===== src/rtl/axis_pixel_unpacker.sv =====
// axis_pixel_unpacker: unpacks 32-bit AXI-Stream words (four 8-bit pixels,
// LSB first) into one DATA_WIDTH sample per clock, enforcing FRAME_LEN
// pixels per frame. Short frames are zero padded; framing errors are sticky.
module axis_pixel_unpacker #(
  parameter int DATA_WIDTH = 16,
  parameter int FRAME_LEN  = 784,
  parameter int PIX_SHIFT  = 0
) (
  input  logic                  s_axi_aclk,
  input  logic                  s_axi_aresetn,
  input  logic [31:0]           s_axis_tdata,
  input  logic                  s_axis_tvalid,
  output logic                  s_axis_tready,
  input  logic                  s_axis_tlast,
  output logic [DATA_WIDTH-1:0] m_data,
  output logic                  m_valid,
  input  logic                  m_ready,
  output logic                  m_last,
  input  logic                  flush,
  input  logic                  err_clr,
  output logic                  err_short,
  output logic                  err_long,
  output logic                  frame_done,
  output logic [15:0]           frame_cnt
);

  localparam int WORDS  = FRAME_LEN / 4;
  localparam int PIX_W  = (FRAME_LEN > 1) ? $clog2(FRAME_LEN) : 1;
  localparam int WCNT_W = (WORDS > 1) ? $clog2(WORDS) : 1;
  localparam logic [PIX_W-1:0]  PIX_LAST  = PIX_W'(FRAME_LEN - 1);
  localparam logic [WCNT_W-1:0] WCNT_LAST = WCNT_W'(WORDS - 1);

  typedef enum logic [1:0] {
    IDLE   = 2'd0,
    UNPACK = 2'd1,
    PAD    = 2'd2
  } state_t;

  state_t state, state_nx;

  logic [31:0]           hold;
  logic                  hold_last;
  logic [1:0]            lane;
  logic [PIX_W-1:0]      pix;
  logic [WCNT_W-1:0]     wcnt;

  logic                  out_load;
  logic                  emit;
  logic                  lane3;
  logic                  pix_last;
  logic                  go_pad;
  logic                  word_acc;
  logic                  short_evt;
  logic                  long_evt;
  logic [7:0]            lane_byte;
  logic [DATA_WIDTH-1:0] sample;

  // Select the current lane byte and scale it to the output width.
  always_comb begin
    lane_byte = hold[7:0];
    case (lane)
      2'd0:    lane_byte = hold[7:0];
      2'd1:    lane_byte = hold[15:8];
      2'd2:    lane_byte = hold[23:16];
      default: lane_byte = hold[31:24];
    endcase
    sample = DATA_WIDTH'(lane_byte) << PIX_SHIFT;
  end

  // Handshake decode and next-state logic.
  // A tlast word that ends early must not let a new word in while the
  // lane-3 sample moves the FSM into PAD, so tready is held off there.
  always_comb begin
    state_nx      = state;
    out_load      = ~m_valid | m_ready;
    emit          = out_load & (state != IDLE);
    lane3         = (lane == 2'd3);
    pix_last      = (pix == PIX_LAST);
    go_pad        = (state == UNPACK) & lane3 & hold_last & ~pix_last;
    s_axis_tready = (state == IDLE) |
                    ((state == UNPACK) & lane3 & out_load & ~go_pad);
    word_acc      = s_axis_tvalid & s_axis_tready;
    short_evt     = emit & go_pad;
    long_evt      = word_acc & ~s_axis_tlast & (wcnt == WCNT_LAST);
    case (state)
      IDLE: begin
        if (word_acc) state_nx = UNPACK;
      end
      UNPACK: begin
        if (emit && lane3) begin
          if (go_pad)        state_nx = PAD;
          else if (word_acc) state_nx = UNPACK;
          else               state_nx = IDLE;
        end
      end
      PAD: begin
        if (emit && pix_last) state_nx = IDLE;
      end
      default: state_nx = IDLE;
    endcase
  end

  // State register.
  always_ff @(posedge s_axi_aclk or negedge s_axi_aresetn) begin
    if (!s_axi_aresetn)  state <= IDLE;
    else if (flush)      state <= IDLE;
    else                 state <= state_nx;
  end

  // Holding register, lane pointer and frame position counters.
  always_ff @(posedge s_axi_aclk or negedge s_axi_aresetn) begin
    if (!s_axi_aresetn) begin
      hold      <= '0;
      hold_last <= 1'b0;
      lane      <= '0;
      pix       <= '0;
      wcnt      <= '0;
    end else if (flush) begin
      hold      <= '0;
      hold_last <= 1'b0;
      lane      <= '0;
      pix       <= '0;
      wcnt      <= '0;
    end else begin
      if (word_acc) begin
        hold      <= s_axis_tdata;
        hold_last <= s_axis_tlast;
        lane      <= '0;
        if (s_axis_tlast || (wcnt == WCNT_LAST)) wcnt <= '0;
        else                                     wcnt <= wcnt + 1'b1;
      end else if (emit && (state == UNPACK)) begin
        lane <= lane + 2'd1;
      end
      if (emit) begin
        if (pix_last) pix <= '0;
        else          pix <= pix + 1'b1;
      end
    end
  end

  // Registered output stage; holds its sample while stalled.
  always_ff @(posedge s_axi_aclk or negedge s_axi_aresetn) begin
    if (!s_axi_aresetn) begin
      m_data  <= '0;
      m_valid <= 1'b0;
      m_last  <= 1'b0;
    end else if (flush) begin
      m_data  <= '0;
      m_valid <= 1'b0;
      m_last  <= 1'b0;
    end else if (out_load) begin
      m_valid <= (state != IDLE);
      m_last  <= (state != IDLE) & pix_last;
      if (state == UNPACK)   m_data <= sample;
      else if (state == PAD) m_data <= '0;
    end
  end

  // Sticky error flags, frame completion pulse and frame counter.
  always_ff @(posedge s_axi_aclk or negedge s_axi_aresetn) begin
    if (!s_axi_aresetn) begin
      err_short  <= 1'b0;
      err_long   <= 1'b0;
      frame_done <= 1'b0;
      frame_cnt  <= '0;
    end else if (flush) begin
      err_short  <= 1'b0;
      err_long   <= 1'b0;
      frame_done <= 1'b0;
    end else begin
      err_short  <= (err_short & ~err_clr) | short_evt;
      err_long   <= (err_long & ~err_clr) | long_evt;
      frame_done <= m_valid & m_ready & m_last;
      if (m_valid && m_ready && m_last) frame_cnt <= frame_cnt + 16'd1;
    end
  end

endmodule


===== config.mk =====
export PLATFORM = sky130hd
export DESIGN_NAME = axis_pixel_unpacker
export DESIGN_NICKNAME = d
export VERILOG_FILES = /design/src/rtl/axis_pixel_unpacker.sv
export SDC_FILE = /design/constraint.sdc
export NUM_CORES = 1
export LEC_CHECK = 0
export ABC_AREA = 1
export BUFFER_PORTS_ARGS = -buffer_cell sky130_fd_sc_hd__buf_2
export CAP_MARGIN = 10
export CELL_PAD_IN_SITES_DETAIL_PLACEMENT = 0
export CELL_PAD_IN_SITES_GLOBAL_PLACEMENT = 1
export CORE_MARGIN = 3
export CORE_UTILIZATION = 38
export CTS_CLUSTER_SIZE = 16
export DETAILED_ROUTE_END_ITERATION = 16
export PLACE_DENSITY = 0.85
export SYNTH_ARGS = -nofsm -noshare
export SYNTH_HDL_FRONTEND = slang
export SYNTH_SLANG_ARGS = --single-unit

===== constraint.sdc =====
create_clock -name s_axi_aclk -period 1.6 [get_ports s_axi_aclk]
set_input_delay 0.08 -clock s_axi_aclk [delete_from_list [all_inputs] [get_ports s_axi_aclk]]
set_output_delay 0.08 -clock s_axi_aclk [all_outputs]
set_load 0.01 [all_outputs]

==> flow_summary.toml <==
[cts]
htree_levels = 3
root_buffer = "clkbuf_16"
cts_made_buffers = 9
clk-insertion-delay-late_ns = 0.34
cts_buffer_depth = 2
cts.sinks = 84
cts_tree = "built"
clk_pin_slew_ns = 0.06

[timing]
finalCritPeriodShare_pct = 105
final-setup-viol-count = 45
fin_ws_ns = -0.0872
final-hold-violation-count = 0
max_freq_mhz = 593
max_slew.worst_pin.slew_ns = 0.566
min_period_ns = 1.69
fin_skew_ns = 0.0104
slew_headroom_pct = 62.2
slew_violations = 0
rsz0062_at_grt = "true"

[job]
cap_viol_max_count = 0

[floorplanning]
die_h_um = 117
fp-row-count = 39
initial_utilization_pct = 39.9
die_w_um = 117
ios = 77
dieArea_um2 = 13700
coreArea_um2 = 11700

[drt]
totalWireLength_mm = 11.6
vias = 4111
viasPerCell = 5.18
firstDrtPassIters = 5
wl_per_cell_um = 14.7
ant_nets = 0
drc = 0
drt_iter0_drc = 309

[place]
dp_cells = 746
dp_slack_ns = 0.00497
place_congestion = 0.865
hpwl_mm = 7.82
port_buffers = 68

[synth]
synth_area_per_cell_um2 = 8.63
async_reset_ff_share_pct = 100
synthCells = 541
synth_cell_type_count = 34
synth_seq_area_share_pct = 45.0
synth_top_cells_by_area = "dfrtp_1 (45%), nand2_1 (10%), nand3_2 (8.8%)"
yosys.area.top_type_share_pct = 45.0
synth_area_um2 = 4670
yosysTopAreaCell = "dfrtp_1"
ys_ff_latch = 84
ys.flop_type = "dfrtp_1"
synth_edf_count = 0
yosysWarnings = 0

[worst_hold_path]
hold_class = "primary input to flop"
hold_depth = 3

[global_route]
grt_antenna_before_repair = 0
track_usage_pct = 17.3
grt_pass1_vias = 3919
grt-ovfl-total = 0
grt_first_pass_wirelength_mm = 18.9
grt_max_degree = 83

[status]
violations = "setup timing"
status = "finished with violations"

[cells_and_area]
area_growth_syn_to_layout_pct = 29.4
fill_cells = 1055
seq_area_um2 = 2100
stdcell_count = 793
multi_input_area_um2 = 2310
finalNetCount = 692
insertedDiodeCount = 0
drive_gt1_share_pct = 30.5

[setup_path]
critPathKind = "flop to flop"
start_kind = "flop"
worstPathMaxFanout = 8
r2r_cells = 12
cp-end-kind = "flop"
max_stage_delay_ns = 0.43
crit_slowest_cell = "dfrtp_1"
cp.arrival_ns = 1.91
crit_chain = "inv_2, nand2_1, nor2_1, nand3_2, nand2_2, nand2_2, nand2_4, buf_6, nand2_8, buf_16, nand3_2, nand2_1"
worstPathRequired_ns = 1.83

[pwr]
leakage_nw = 3.02
total_power_mw = 5.25
ir_worst_vdd_uv = 601
p_per_area_nw_per_um2 = 869
==> timing repair <==
action | in CTS | in global routing
setup endpoints to repair | 27 | 63
gates resized for setup | 10 | 28
endpoints found under the hold margin | 58 | 0
pin swaps | 0 | 3
buffers inserted | 3 | 2
hold buffers | 21 | 0
gates cloned | 2 | 3
==> critical path: cells and delay by family (launching register included) <==
family / cells / cell delay, ns
flops: 1 / 0.43
simple gates: 9 / 0.75
buf+inv: 3 / 0.39
==> flip-flops by register name, indices dropped and copies added (netlist names) <==
| name | cells |
|---|---|
| err_long | 1 |
| err_short | 1 |
| frame_cnt | 16 |
| frame_done | 1 |
| hold | 32 |
| hold_last | 1 |
| lane | 2 |
| m_data | 8 |
| m_last | 1 |
| m_valid | 1 |
| pix | 10 |
| state | 2 |
| wcnt | 8 |
==> routing by layer <==
layer | up-vias | wire, um | GRT usage [%]
li1 | 2020 | - | -
met4 | 0 | 148 | 4.66
met2 | 126 | 5680 | 28.4
met3 | 15 | 673 | 3.75
met5 | - | 0 | 0
met1 | 1950 | 5150 | 23.4
==> cells by family after synthesis <==
logic type / Yosys count / synth area share (%)
AO/OA/AOI/OAI: 32 / 4.13
flip-flops: 84 / 45.0
adder cells (fa/ha/maj): 8 / 2.14
AND/OR/NAND/NOR: 320 / 37.1
buffers and inverters: 77 / 8.01
other: 1 / 0.0803
XOR/XNOR: 19 / 3.56
==> cell usage after synthesis (8+ instances only) <==
library cell and instances:
xor2_1 13, clkbuf_1 11, nand4_1 51, nand3_1 40, o211ai_1 8, nor2_1 35
buf_4 12, inv_1 36, o21ai_0 9, nand3_2 41, a21oi_1 12, nand2_1 130
ha_1 8, dfrtp_1 84
==> final timing paths <==
kind                                  start        end  slack [ns]
max                                  pix[4]   hold[27]       -0.09
min                        s_axis_tdata[21]   hold[21]       0.006
max reg2reg                          pix[4]   hold[27]       -0.09
min reg2reg                       m_data[6]  m_data[6]        0.50
max in group asynchronous     s_axi_aresetn  m_data[7]        0.74
min in group asynchronous     s_axi_aresetn     pix[5]        0.28
==> cells in the final DEF, fill, tap and decap left out, types with 13 or more instances in the layout <==
cell and n:
xor2_1 13, buf_2 66, nand3_1 40, nand2_1 122
nand3_2 41, dlygate4sd3_1 21, dfrtp_1 84, nand4_1 51
nor2_1 33, inv_1 33, buf_4 21
==> power breakdown <==
part / switching [mW] / internal, mW
clock: 0.847 / 1.38
sequential: 0.0618 / 2.21
combinational: 0.433 / 0.326
==> cell type report <==
type,count,area share (%)
Timing Repair Buffer,122,16.1
Clock buffer,11,3.85
Clock inverter,5,1.43
Sequential cell,84,34.8
Multi-Input combinational cell,387,38.3
Tap cell,143,2.96
Inverter,41,2.61
==> metrics by stage <==
step / util [%] / instance area [um2] / hold slack (ns) / TNS, ns
detailed placement: 44.7 / 5230 / 0.106 / 0
finish: 51.6 / 6040 / 0.00607 / -2.91
CTS: 50.2 / 5880 / 0.000301 / -1.34
floorplan: - / 4700 / -0.216 / 0
global route: 51.6 / 6040 / 0.00834 / -7.35
global placement: 44.7 / 5230 / 0.107 / 0
Power figures use the tool's default switching activity.
